==> src/rtl/branch_pkg.sv <==
// -----------------------------------------------------------------------------
// branch_pkg
// Shared definitions for the ID-stage branch hazard controller.
//   - Branch opcode encodings driven by the decoder (3 bits).
//   - Tnew field width and the two producer latencies.
//   - Scoreboard entry type used for the EX and MEM in-flight writers.
//   - Small decode helpers so the top and the compare unit agree on what
//     counts as a branch and which operands it reads.
// -----------------------------------------------------------------------------
package branch_pkg;

    localparam logic [2:0] BR_NONE    = 3'd0;
    localparam logic [2:0] BR_GEZ_LTZ = 3'd1;
    localparam logic [2:0] BR_GTZ     = 3'd2;
    localparam logic [2:0] BR_LEZ     = 3'd3;
    localparam logic [2:0] BR_NE      = 3'd4;
    localparam logic [2:0] BR_EQ      = 3'd5;

    localparam int TNEW_W = 2;

    localparam logic [TNEW_W-1:0] TNEW_ALU  = 2'd1;
    localparam logic [TNEW_W-1:0] TNEW_LOAD = 2'd2;

    // One in-flight register writer. tnew counts the cycles still needed
    // before its result can be forwarded back into ID.
    typedef struct packed {
        logic              valid;
        logic [4:0]        dst;
        logic [TNEW_W-1:0] tnew;
    } sb_entry_t;

    // Encodings 6 and 7 are deliberately treated as "no branch".
    function automatic logic br_is_branch(input logic [2:0] op);
        return (op >= BR_GEZ_LTZ) && (op <= BR_EQ);
    endfunction

    // Only the two-register compares read rt.
    function automatic logic br_uses_rt(input logic [2:0] op);
        return (op == BR_NE) || (op == BR_EQ);
    endfunction

endpackage

==> src/rtl/branch_cond.sv <==
// -----------------------------------------------------------------------------
// branch_cond
// Purely combinational branch condition evaluator. All magnitude compares are
// two's-complement signed 32-bit.
//
// Ports:
//   op    in  3   branch opcode (branch_pkg BR_* encodings)
//   judge in  1   for BR_GEZ_LTZ: 1 = bgez, 0 = bltz
//   rs    in  32  forwarded rs value
//   rt    in  32  forwarded rt value
//   cond  out 1   branch condition holds (0 for non-branch opcodes)
// -----------------------------------------------------------------------------
module branch_cond
    import branch_pkg::*;
(
    input  logic [2:0]  op,
    input  logic        judge,
    input  logic [31:0] rs,
    input  logic [31:0] rt,
    output logic        cond
);

    logic signed [31:0] rs_s;
    logic signed [31:0] rt_s;

    assign rs_s = $signed(rs);
    assign rt_s = $signed(rt);

    always_comb begin
        cond = 1'b0;
        case (op)
            BR_GEZ_LTZ: cond = judge ? (rs_s >= 32'sd0) : (rs_s < 32'sd0);
            BR_GTZ:     cond = (rs_s >  32'sd0);
            BR_LEZ:     cond = (rs_s <= 32'sd0);
            BR_NE:      cond = (rs_s != rt_s);
            BR_EQ:      cond = (rs_s == rt_s);
            default:    cond = 1'b0;
        endcase
    end

endmodule

==> src/rtl/branch_hazard_ctrl.sv <==
// -----------------------------------------------------------------------------
// branch_hazard_ctrl
// Resolves branches in the ID stage of a five-stage MIPS pipeline. Branches
// consume their operands in ID (Tuse = 0), so any older writer in EX or MEM
// whose result is not yet forwardable forces ID/IF to stall. A two-entry
// Tnew scoreboard tracks those writers; once no operand is blocked the
// condition is evaluated and the taken decision goes to the NPC logic.
//
// Build option:
//   FLUSH_ON_TAKEN_EN  when defined, adds output if_flush (= branch_taken) so
//                      IF/ID loads a nop and the branch has no delay slot.
//                      When undefined, the slot instruction always executes.
//
// Parameters:
//   STALL_CNT_W  width of the saturating hazard-stall counter
//   TNEW_W       width of Tnew fields
//
// Ports:
//   clk           in   pipeline clock
//   reset_n       in   asynchronous active-low reset
//   ext_stall     in   global freeze; scoreboard and counter hold
//   id_branch_op  in   branch opcode of the instruction in ID
//   id_judge      in   bgez (1) / bltz (0) select for opcode 1
//   id_rs_addr    in   rs register number
//   id_rt_addr    in   rt register number (opcodes 4, 5 only)
//   id_rs_val     in   forwarded rs value
//   id_rt_val     in   forwarded rt value
//   id_wr_en      in   ID instruction writes the GPR file
//   id_wr_addr    in   ID instruction destination
//   id_tnew       in   cycles after entering EX until result is forwardable
//   stall         out  hold PC and IF/ID, bubble into EX
//   branch_taken  out  redirect NPC to the branch target
//   stall_cycles  out  saturating count of hazard-stall cycles
//   if_flush      out  (FLUSH_ON_TAKEN_EN only) squash the IF/ID instruction
// -----------------------------------------------------------------------------
module branch_hazard_ctrl #(
    parameter int STALL_CNT_W = 16,
    parameter int TNEW_W      = 2
) (
    input  logic                   clk,
    input  logic                   reset_n,
    input  logic                   ext_stall,
    input  logic [2:0]             id_branch_op,
    input  logic                   id_judge,
    input  logic [4:0]             id_rs_addr,
    input  logic [4:0]             id_rt_addr,
    input  logic [31:0]            id_rs_val,
    input  logic [31:0]            id_rt_val,
    input  logic                   id_wr_en,
    input  logic [4:0]             id_wr_addr,
    input  logic [TNEW_W-1:0]      id_tnew,
    output logic                   stall,
    output logic                   branch_taken,
    output logic [STALL_CNT_W-1:0] stall_cycles
`ifdef FLUSH_ON_TAKEN_EN
    ,
    output logic                   if_flush
`endif
);

    import branch_pkg::*;

    // Scoreboard: sb_ex_p1 mirrors the instruction in EX, sb_mem_p2 the one
    // in MEM. Writers leaving MEM are dropped; WB reaches ID through the
    // register file's write-before-read path.
    sb_entry_t sb_ex_p1;
    sb_entry_t sb_mem_p2;
    sb_entry_t ex_next;
    sb_entry_t mem_next;

    logic is_branch;
    logic uses_rt;
    logic rs_blocked;
    logic rt_blocked;
    logic cond;

    function automatic logic [TNEW_W-1:0] sat_dec(input logic [TNEW_W-1:0] x);
        return (x != '0) ? (x - TNEW_W'(1)) : '0;
    endfunction

    function automatic logic [STALL_CNT_W-1:0] sat_inc(input logic [STALL_CNT_W-1:0] x);
        return (&x) ? x : (x + STALL_CNT_W'(1));
    endfunction

    // An entry blocks an operand only while its value is still in flight.
    // $0 never blocks: it is hard-wired and never written.
    function automatic logic entry_blocks(input sb_entry_t ent, input logic [4:0] addr);
        return ent.valid && (ent.tnew != '0) && (addr != 5'd0) && (ent.dst == addr);
    endfunction

    // ---- ID stage: hazard detect and branch resolve ----
    assign is_branch  = br_is_branch(id_branch_op);
    assign uses_rt    = br_uses_rt(id_branch_op);
    assign rs_blocked = entry_blocks(sb_ex_p1, id_rs_addr) || entry_blocks(sb_mem_p2, id_rs_addr);
    assign rt_blocked = uses_rt &&
                        (entry_blocks(sb_ex_p1, id_rt_addr) || entry_blocks(sb_mem_p2, id_rt_addr));

    // stall is not gated by ext_stall so the pipe stays held consistently
    // when the freeze lifts.
    assign stall = is_branch && (rs_blocked || rt_blocked);

    branch_cond u_cond (
        .op    (id_branch_op),
        .judge (id_judge),
        .rs    (id_rs_val),
        .rt    (id_rt_val),
        .cond  (cond)
    );

    assign branch_taken = cond && !stall && !ext_stall;

`ifdef FLUSH_ON_TAKEN_EN
    assign if_flush = branch_taken;
`endif

    always_comb begin
        // EX always ages into MEM, whether or not ID is stalled.
        mem_next       = '0;
        mem_next.valid = sb_ex_p1.valid;
        mem_next.dst   = sb_ex_p1.dst;
        mem_next.tnew  = sat_dec(sb_ex_p1.tnew);

        // A stalled ID sends a bubble into EX; otherwise the ID instruction
        // enters EX. Writes to $0 are not tracked.
        ex_next = '0;
        if (!stall) begin
            ex_next.valid = id_wr_en && (id_wr_addr != 5'd0);
            ex_next.dst   = id_wr_addr;
            ex_next.tnew  = id_tnew;
        end
    end

    // ---- ID -> EX (p1) -> MEM (p2) boundary ----
    always_ff @(posedge clk or negedge reset_n) begin
        if (!reset_n) begin
            sb_ex_p1     <= '0;
            sb_mem_p2    <= '0;
            stall_cycles <= '0;
        end else if (!ext_stall) begin
            sb_ex_p1  <= ex_next;
            sb_mem_p2 <= mem_next;
            if (stall) begin
                stall_cycles <= sat_inc(stall_cycles);
            end
        end
    end

endmodule

==> config.mk <==
export PLATFORM = sky130hd
export DESIGN_NAME = branch_hazard_ctrl
export DESIGN_NICKNAME = d
export VERILOG_FILES = /design/src/rtl/branch_pkg.sv /design/src/rtl/branch_cond.sv /design/src/rtl/branch_hazard_ctrl.sv
export SDC_FILE = /design/constraint.sdc
export NUM_CORES = 1
export LEC_CHECK = 0
export BUFFER_PORTS_ARGS = -buffer_cell sky130_fd_sc_hd__buf_2
export CORE_MARGIN = 4
export CORE_UTILIZATION = 46
export DETAILED_ROUTE_END_ITERATION = 10
export PLACE_DENSITY = 0.81
export SLEW_MARGIN = 5
export SYNTH_ARGS = -nofsm -noshare
export SYNTH_HDL_FRONTEND = slang
export SYNTH_SLANG_ARGS = --single-unit
export TNS_END_PERCENT = 20
==> constraint.sdc <==
create_clock -name clk -period 2.25 [get_ports clk]
set_input_delay 0.225 -clock clk [delete_from_list [all_inputs] [get_ports clk]]
set_output_delay 0.225 -clock clk [all_outputs]
set_load 0.005 [all_outputs]
**Word-level counts from Yosys, hierarchy flattened**

Index checks and enable logic that the tools add are counted.
W data, S select, Z words.

- Memory bits (writable): 0
- ROM bits: 0
- Register bits after elaboration: 32
- Input port bits: 89
- Memories: 0
- Latch bits: 0

- Reductions and logical operators: 29
- Divide/modulo/power cells: 0
- Shift operators: 0
- $add $sub $neg: 2
- Muxes and demuxes: 4
- Bitwise gates (word level): 2
- Equality and inequality tests: 11
- Order comparisons: 6
- $mul: 0

Operators by type and width:

| operator | count |
|---|---|
| $eq A32 B32 Y1 | 1 |
| $ge A32 B1 Y1 const B | 1 |
| $gt A32 B1 Y1 const B | 1 |
| $le A32 B1 Y1 const B | 1 |
| $lt A32 B1 Y1 const B | 1 |
| $ne A32 B32 Y1 | 1 |
| $eq A5 B5 Y1 | 4 |
| $add A16 B1 Y16 const B | 1 |
| $logic_and A1 B1 Y1 | 16 |
| $reduce_and A16 Y1 | 1 |
| $reduce_bool A5 Y1 | 3 |
| $mux W8 | 1 |
| $eq A3 B2 Y1 const B | 2 |
| $eq A3 B3 Y1 const B | 2 |
| $pmux W1 S5 | 1 |
| $logic_or A1 B1 Y1 | 4 |
| $reduce_bool A2 Y1 | 2 |
| $eq A3 B1 Y1 const B | 1 |
| $ge A3 B1 Y1 const B | 1 |
| $le A3 B3 Y1 const B | 1 |
| $reduce_and A3 Y1 | 1 |
| $logic_not A1 Y1 | 2 |
| $mux W2 | 1 |
| $not A1 Y1 | 2 |
| other kinds (2) | 2 |

**Logic depth before layout (Yosys ltp)**

Gate-level depths: netlist (run 1).

- Word-level depth: 11
- Mapped depth: 8
- Depth with buffers taken out: 6

**Modules after synthesis**

A second synthesis (run 1) with hierarchy kept.

- Cell total of the unflattened synthesis: 231
- Area total of the unflattened synthesis: 2235.9 um2

Modules (own cells, without submodules):

| module | cells an instance | area an instance (um2) | seq. area each (um2) | times used |
|---|---|---|---|---|
| branch_hazard_ctrl | 166 | 1731.7 | 800.8 | 1 |
| branch_cond | 65 | 504.2 | 0.0 | 1 |

**Worst setup path before layout (run 1)**

No wires, ideal clock.

- Path kind: reg2reg
- From: register sb_mem_p2[4] (netlist name)
- To: register stall_cycles[1]
- Setup slack: 0.505 ns
- Buffers on the path: 1
- Stages on the path, launching flop included: 8
- Clock period less this slack: 1.745 ns
- Data arrival time: 1.619 ns
- Cells stage by stage: dfrtp_1 xor2_1 nor4_1 a22oi_1 o22ai_2 buf_6 nand2_2 mux2_4

- Cells in the longest elaborated chain, start to end: 7
- Elaborated cells between the ends (all ways): 10
- Those cells by class: eq/ne: 2; reduce/logical: 8

Ends and longest elaborated chain:

| element | line | text |
|---|---|---|
| start: declaration | branch_hazard_ctrl.sv:67 | `sb_entry_t sb_mem_p2;` |
| start signal: assignment | branch_hazard_ctrl.sv:141 | `sb_mem_p2 <= mem_next;` |
| $eq A5 B5 Y1 | branch_hazard_ctrl.sv:88 | `return ent.valid && (ent.tnew != '0) && (addr != 5'd0) && (ent.dst == addr);` |
| $logic_and A1 B1 Y1 | branch_hazard_ctrl.sv:88 |  |
| $logic_or A1 B1 Y1 | branch_hazard_ctrl.sv:96 | `(entry_blocks(sb_ex_p1, id_rt_addr) \|\| entry_blocks(sb_mem_p2, id_rt_addr));` |
| $logic_and A1 B1 Y1 | branch_hazard_ctrl.sv:95 | `assign rt_blocked = uses_rt &&` |
| $logic_or A1 B1 Y1 * | branch_hazard_ctrl.sv:100 | `assign stall = is_branch && (rs_blocked \|\| rt_blocked);` |
| $logic_and A1 B1 Y1 * | branch_hazard_ctrl.sv:100 |  |
| $reduce_and A3 Y1 (no line) * | n/a |  |
| end signal: assignment | branch_hazard_ctrl.sv:143 | `stall_cycles <= sat_inc(stall_cycles);` |
| end: declaration | branch_hazard_ctrl.sv:54 | `output logic [STALL_CNT_W-1:0] stall_cycles` |

Mark *: on every way between the ends. The rest lies on a longest branch, timed or not.
A chain may end at the register's enable or synchronous reset.

**Worst setup path after layout (run 1)**

- From: register sb_ex_p1 (netlist bit mem_next[5])
- To: output port branch_taken

- Cells in the longest elaborated chain, start to end: 9
- Elaborated cells between the ends (all ways): 12
- Those cells by class: eq/ne: 2; reduce/logical: 10

Ends and longest elaborated chain:

| element | line | text |
|---|---|---|
| start: declaration | branch_hazard_ctrl.sv:66 | `sb_entry_t sb_ex_p1;` |
| start signal: assignment | branch_hazard_ctrl.sv:140 | `sb_ex_p1 <= ex_next;` |
| $eq A5 B5 Y1 | branch_hazard_ctrl.sv:88 |  |
| $logic_and A1 B1 Y1 | branch_hazard_ctrl.sv:88 |  |
| $logic_or A1 B1 Y1 | branch_hazard_ctrl.sv:96 |  |
| $logic_and A1 B1 Y1 | branch_hazard_ctrl.sv:95 |  |
| $logic_or A1 B1 Y1 * | branch_hazard_ctrl.sv:100 |  |
| $logic_and A1 B1 Y1 * | branch_hazard_ctrl.sv:100 |  |
| $logic_not A1 Y1 * | n/a |  |
| $logic_and A1 B1 Y1 * (2 in series) | branch_hazard_ctrl.sv:110 | `assign branch_taken = cond && !stall && !ext_stall;` |
| end: declaration | branch_hazard_ctrl.sv:53 | `output logic branch_taken,` |

Marked as above.

==> impl_metrics.toml, run 1 <==
[status]
failed_checks = "hold timing"
outcome = "finished with violations"

[cells_and_area]
syn2layout_area_growth_pct = 34.4
drive_above_1_share_pct = 39.7
layout_commonest_cell = "buf_2"
postLayoutCellArea_um2 = 2930
fillers = 373
final_cell_mix = "buf_2, xnor2_1, dfrtp_1, xor2_1"
diodes = 0
fin_nets = 424

[sta]
rsz0062_at_grt = "false"
fin_crit_ns = 2.16
setup_viol = 0
worst_slack_ns = 0.0926
max_freq_mhz = 464
fin_tns_setup_ns = 0
clock_skew_ns = 0.00347
tightest_slew_ns = 0.692
max-slew-margin-rel_pct = 53.8
finalHoldViolCount = 32
whs_ns = -0.0144
timing.final.crit_share_pct = 95.9
final_max_slew_viol_count = 0

[power]
p_total_w = 0.00160
power.share.combinational_pct = 21.3
p_per_area_nw_per_um2 = 547
clkPwrFrac_pct = 37.5
ir_drop_uv = 414
switching_share_pct = 25.8
p_int_w = 0.00119
p_leak_nw = 1.41
power_switching_w = 0.000414
pwr-share-seq_pct = 41.1

[grt]
grt_antenna_before_repair = 0
grt_max_degree = 33
grt_first_pass_wirelength_mm = 9.99
grt_pass1_vias = 2228
gr-total-overflow = 0
grt_usage_pct = 20.8

[cts]
cts_tree = "built"
hold_buffers = 0
cts_root_buf = "clkbuf_8"
cts_buffers = 5
clk_latency_ns = 0.28
cts_sinks = 32
clockBufferDepth = 2
clkTransAtPathRegs_ns = 0.07
h-tree-depth = 2

[drt]
drc = 0
drtPass1Iterations = 4
ant_nets = 0
wirelength_mm = 6.19
wl_per_cell_um = 16.0
viasPerCell = 5.58
drtIter0Drc = 97
vias = 2159

[logic_synthesis]
ys_warn_count = 0
synth_largest_area_cell = "dfrtp_1"
avgSynthCellArea_um2 = 9.91
synth_cell_types = 35
synth_top_cell_area_share_pct = 36.7
synth_fp_nets = 310
synth.top_cells.by_area = "dfrtp_1, xnor2_1, xor2_1, and3_1, nand4_1"
ys_seq_area_share_pct = 36.7
ys_ff_latch = 32
netlist_area_um2 = 2180
synthCells = 220

[hold_path]
hold_class = "in -> async"

[placed_design]
place.gp.congestion = 0.922
post-place-ws_ns = 0.230
numPortBuffers = 106
hpwlAfterDp_mm = 4.98
placed_area_um2 = 2770

[die]
core_um2 = 4470
fp.dieArea_um2 = 5910
rows = 24
pin_count = 107
die_w_um = 76.9
die_h_um = 76.9
initial_core_util_pct = 48.7

[setup_path]
crit_required_ns = 2.03
cp_max_fo = 4
r2r_setup_slack_ns = 0.19
rr_startpoint = "mem_next[5]$_DFFE_PN0N_"
critPathLaunchType = "register"
end_kind = "primary output"
r2r_end = "stall_cycles[9]$_DFFE_PN0P_"
path_class = "reg -> out"
rr_worst_depth = 9
crit_arrival_ns = 1.93

[flow_run]
maxCapViolCount = 0
==> cells by family (layout without fill, tap and decap cells) <==
logic type,Yosys count,in the layout,share of synthesized area [%]
AO/OA/AOI/OAI,26,26,8.78
XOR/XNOR,66,66,26.5
adder cells (fa/ha/maj),1,1,0.574
buffers and inverters,6,121,1.78
flip-flops,32,32,36.7
multiplexers,7,7,3.79
AND/OR/NAND/NOR,82,82,21.9
==> through the flow <==
step	utilization (%)	instances
floorplan	-	220
global route	65.5	387
finish	65.5	387
global placement	61.9	377
CTS	65.2	387
detailed placement	61.9	377
==> worst max path at each step <==
| stage | end | start | slack [ns] | cells after the start |
|---|---|---|---|---|
| 4_1_cts | branch_taken | sb_mem_p2[2]$_DFFE_PN0N_ | 0.03 | 8 |
| 6_report | branch_taken | mem_next[5]$_DFFE_PN0N_ | 0.09 | 8 |
| 3_5_place_dp | branch_taken | id_rt_addr[1] | 0.23 | 8 |
| 5_1_grt | branch_taken | mem_next[3]$_DFFE_PN0N_ | 0.002 | 8 |
| 2_1_floorplan | stall_cycles[1]$_DFFE_PN0P_ | sb_mem_p2[4]$_DFFE_PN0N_ | 0.51 | 7 |
| 3_3_place_gp | branch_taken | sb_ex_p1[1]$_DFFE_PN0N_ | 0.23 | 8 |
==> registers in the layout, indices dropped and copies added, names as in the netlist <==
name          flops
mem_next          6
sb_ex_p1          2
sb_mem_p2         8
stall_cycles     16
==> metal layers <==
metal | share of wire [%] | vias up | global-route usage [%]
met5 | 0 | - | 0
met4 | 1.3 | 0 | 6.88
met3 | 8.1 | 6 | 4.92
met2 | 53 | 85 | 38.9
met1 | 38 | 1027 | 23.0
li1 | - | 1041 | -
==> power groups by stage <==
stage               Clock [W]  Combinational [W]  Sequential (W)
floorplan                   0           0.000176        0.000660
global placement            0           0.000327        0.000667
detailed placement          0           0.000334        0.000668
CTS                  0.000610           0.000339        0.000659
global route         0.000641           0.000376        0.000665
finish               0.000602           0.000342        0.000659
==> area by class of cell <==
| cell class | count | area [um^2] | share of cell area (%) |
|---|---|---|---|
| well taps | 52 | 65.1 | 2.22 |
| clock buffers | 7 | 96.3 | 3.29 |
| inverters | 1 | 3.75 | 0.128 |
| flip-flops and latches | 32 | 802 | 27.4 |
| repair buffers | 112 | 579 | 19.8 |
| multi-input cells | 182 | 1360 | 46.2 |
| clock inverters | 1 | 30.0 | 1.02 |
==> worst max-delay path, cell delays in order, from the launching register on <==
cell and delay, ns:
dfrtp_1 0.43, xor2_1 0.18, nor4_1 0.31, a22oi_1 0.15, o22ai_2 0.16, buf_6 0.13
nand2b_4 0.11, a21oi_1 0.05, buf_2 0.15
==> cells in the mapped netlist (all sizes together) <==
| cell | number |
|---|---|
| a21oi | 5 |
| a22o | 7 |
| and4 | 1 |
| or4 | 2 |
| nand3 | 9 |
| a22oi | 2 |
| dfrtp | 32 |
| o21ai | 6 |
| buf | 3 |
| a41oi | 2 |
| and3 | 15 |
| a221oi | 1 |
| o31ai | 1 |
| clkbuf | 2 |
| nand4 | 15 |
| mux2 | 7 |
| inv | 1 |
| xnor2 | 46 |
| nor4 | 14 |
| a32o | 1 |
| nor3 | 2 |
| nor4b | 1 |
| and2 | 3 |
| xor2 | 20 |
| nand2 | 7 |
| nand2b | 3 |
| nor2 | 6 |
| nor2b | 4 |
| o22ai | 1 |
| ha | 1 |
==> timing repair <==
item                       CTS  global route
gates resized for setup      2             4
setup endpoints to repair    1             3
pin swaps                    1             4
buffers inserted             2             0
(Power assumes the default switching activity.)
==> inputs of run 2 (changes only) <==
CORE_UTILIZATION = 47   (was 46)
PLACE_DENSITY = 0.82   (was 0.81)
SYNTH_HIERARCHICAL = 1   (was unset)
==> run 2 against run 1 <==
  * The flow now finishes without violations
  * Global-route usage is 0.37 points lower
  * Sequential power is 1% higher
  * Clock-buffer cell count is 1 lower
  * Flip-flop and latch count stayed put
  * Die area is 0.30% higher
  * Critical path type unchanged
  * Largest power group unchanged
  * Highest routed layer unchanged
==> impl_metrics.toml, run 2 <==
[setup_path]
timing.critical_path.cells = "xor2_1, nor4_1, a22oi_2, o22ai_4, buf_6, buf_2"
crit_required_ns = 2.03
crit_path_top_delay_cell = "dfrtp_1"
end_kind = "primary output"
crit_family = "compound AO/OA/AOI/OAI gates"
cp_max_fo = 7
crit_arrival_ns = 1.99
cp.buffers_inverters = 2
path_class = "reg -> out"
critPathLaunchType = "register"
slowest_delay_ns = 0.42

[grt]
grt_pass1_vias = 2104
grt_max_degree = 33
grt_usage_pct = 20.5
grt_antenna_before_repair = 0
grt_first_pass_wirelength_mm = 9.87
gr-total-overflow = 0

[sta]
timing.final.crit_share_pct = 98.6
setup_viol = 0
fin_crit_ns = 2.22
clock_skew_ns = 0.00839
finalHoldViolCount = 0
max-slew-margin-rel_pct = 54.2
max_freq_mhz = 451
rsz0062_at_grt = "true"
tightest_slew_ns = 0.687
final_max_slew_viol_count = 0

[logic_synthesis]
synthMuxAreaShare_pct = 3.53
synth.top_cells.by_area = "dfrtp_1, xnor2_1, xor2_1, nand4_1, nor4_1"
synthAdderAreaFrac_pct = 0.560
synth_fp_nets = 321
synth_cell_types = 37
synth_top_family_by_area = "XOR/XNOR gates"
synth_xor_area_share_pct = 26.2
synth-edff-count = 0
ys_warn_count = 6
avgSynthCellArea_um2 = 9.68
synth-compound-area-share_pct = 7.89
synth_top_cell_area_share_pct = 35.8
ys_async_sr_fraction_pct = 100
synth_largest_area_cell = "dfrtp_1"
synthTopCellsByCount = "xnor2_1, dfrtp_1, xor2_1"
netlist_area_um2 = 2240
synth-simple-area-share_pct = 23.9
ys.flop_type = "dfrtp_1"
synthCells = 231
ys_ff_latch = 32
synth.most_common_cell = "xnor2_1"
ys_seq_area_share_pct = 35.8

[cells_and_area]
fin_nets = 436
postLayoutCellArea_um2 = 3080
largest_register = "stall_cycles"
drive_above_1_share_pct = 41.2
layout_commonest_cell = "buf_2"
syn2layout_area_growth_pct = 37.7
diodes = 0
final_cell_mix = "buf_2, xnor2_1, dfrtp_1, xor2_1, nand4_1"
largest_register_ffs = 16

[cts]
cts_buffers = 5
clkTransAtPathRegs_ns = 0.07
cts_sinks = 32
cts_root_buf = "clkbuf_8"
clockBufferDepth = 2
cts_tree = "built"
clk_latency_ns = 0.28
h-tree-depth = 2

[die]
core_um2 = 4470
rows = 24
die_w_um = 77.0
die_h_um = 77.0
pin_count = 107
fp.dieArea_um2 = 5920
initial_core_util_pct = 50.0

[placed_design]
place.gp.congestion = 0.878
placed_area_um2 = 2830
numPortBuffers = 106
hpwlAfterDp_mm = 4.95

[drt]
wirelength_mm = 6.37
drtPass1Iterations = 4
viasPerCell = 5.38
wl_per_cell_um = 16.0
drc = 0
ant_nets = 0
drtIter0Drc = 69
vias = 2146

[hold_path]
hold_class = "in -> reg"

[power]
p_per_area_nw_per_um2 = 506
p_total_w = 0.00156
ir_drop_uv = 380
p_leak_nw = 1.40

[flow_run]
maxCapViolCount = 0

[status]
outcome = "completed"
run 2: power breakdown:
part,total (W),switching (W),internal [W]
combinational,0.000363,0.000176,0.000187
sequential,0.000666,0.0000480,0.000618
clock,0.000529,0.000201,0.000328
total,0.00156,0.000426,0.00113
run 2: cell type report:
cell class                 count  area [um^2]
clock buffer                   6         72.6
multi-input combinational    190         1480
tap                           52         65.1
sequential                    32          801
timing repair buffer         114          609
clock inverter                 2         35.0
inverter                       3         11.3
fill                         343         1400
run 2: what timing repair did:
action,4_1_cts,5_1_grt
hold buffers,1,0
gates resized for setup,3,16
endpoints found under the setup margin,2,3
endpoints found under the hold margin,15,0
pin swaps,1,11
setup buffers,1,1
run 2: path summary, 6_finish.rpt:
kind                       slack, ns                          end  cells after the start                startpoint
setup / recovery                0.03                        stall                      6  sb_mem_p2[6]$_DFFE_PN0N_
hold reg to reg                 0.48     sb_mem_p2[0]$_DFFE_PN0N_                      2  sb_mem_p2[0]$_DFFE_PN0N_
min in group asynchronous       0.52      sb_ex_p1[0]$_DFFE_PN0N_                      2                   reset_n
setup reg to reg                0.05  stall_cycles[1]$_DFFE_PN0P_                      7  sb_mem_p2[6]$_DFFE_PN0N_
max in group asynchronous       1.29  stall_cycles[0]$_DFFE_PN0P_                      2                   reset_n
hold / removal                  0.18      sb_ex_p1[1]$_DFFE_PN0N_                      3                id_tnew[1]
run 2: cell families (layout without fill, tap and decap cells):
| kind of cell | Yosys count | in the layout |
|---|---|---|
| flip-flops | 32 | 32 |
| XOR/XNOR | 67 | 67 |
| AND/OR/NAND/NOR | 90 | 90 |
| AO/OA/AOI/OAI | 25 | 25 |
| multiplexers | 7 | 7 |
| adder cells (fa/ha/maj) | 1 | 1 |
| buffers and inverters | 9 | 125 |
run 2: tightest hold or removal path, delay by kind of cell:
kind / cells / cell delay [ns]
buf+inv: 1 / 0.10
simple gates: 1 / 0.06
compound gates: 1 / 0.05
run 2: stage by stage:
| stage | instances | hold WS [ns] | setup WS (ns) | utilization (%) | setup TNS, ns |
|---|---|---|---|---|---|
| global route | 399 | 0.175 | -0.0756 | 68.8 | -0.584 |
| detailed placement | 388 | 0.309 | -0.0383 | 63.3 | -0.0383 |
| floorplan | 231 | -0.0706 | 0.424 | - | 0 |
| CTS | 398 | 0.176 | 0.0117 | 66.6 | 0 |
| finish | 399 | 0.179 | 0.0324 | 68.8 | 0 |
| global placement | 388 | 0.304 | -0.0966 | 63.3 | -0.0966 |
run 2: routing by layer:
layer  share of wire, %  track usage (%)
met5                  0                0
met4                1.2             4.98
met3                6.0             4.92
met2                 50             35.0
met1                 42             26.1
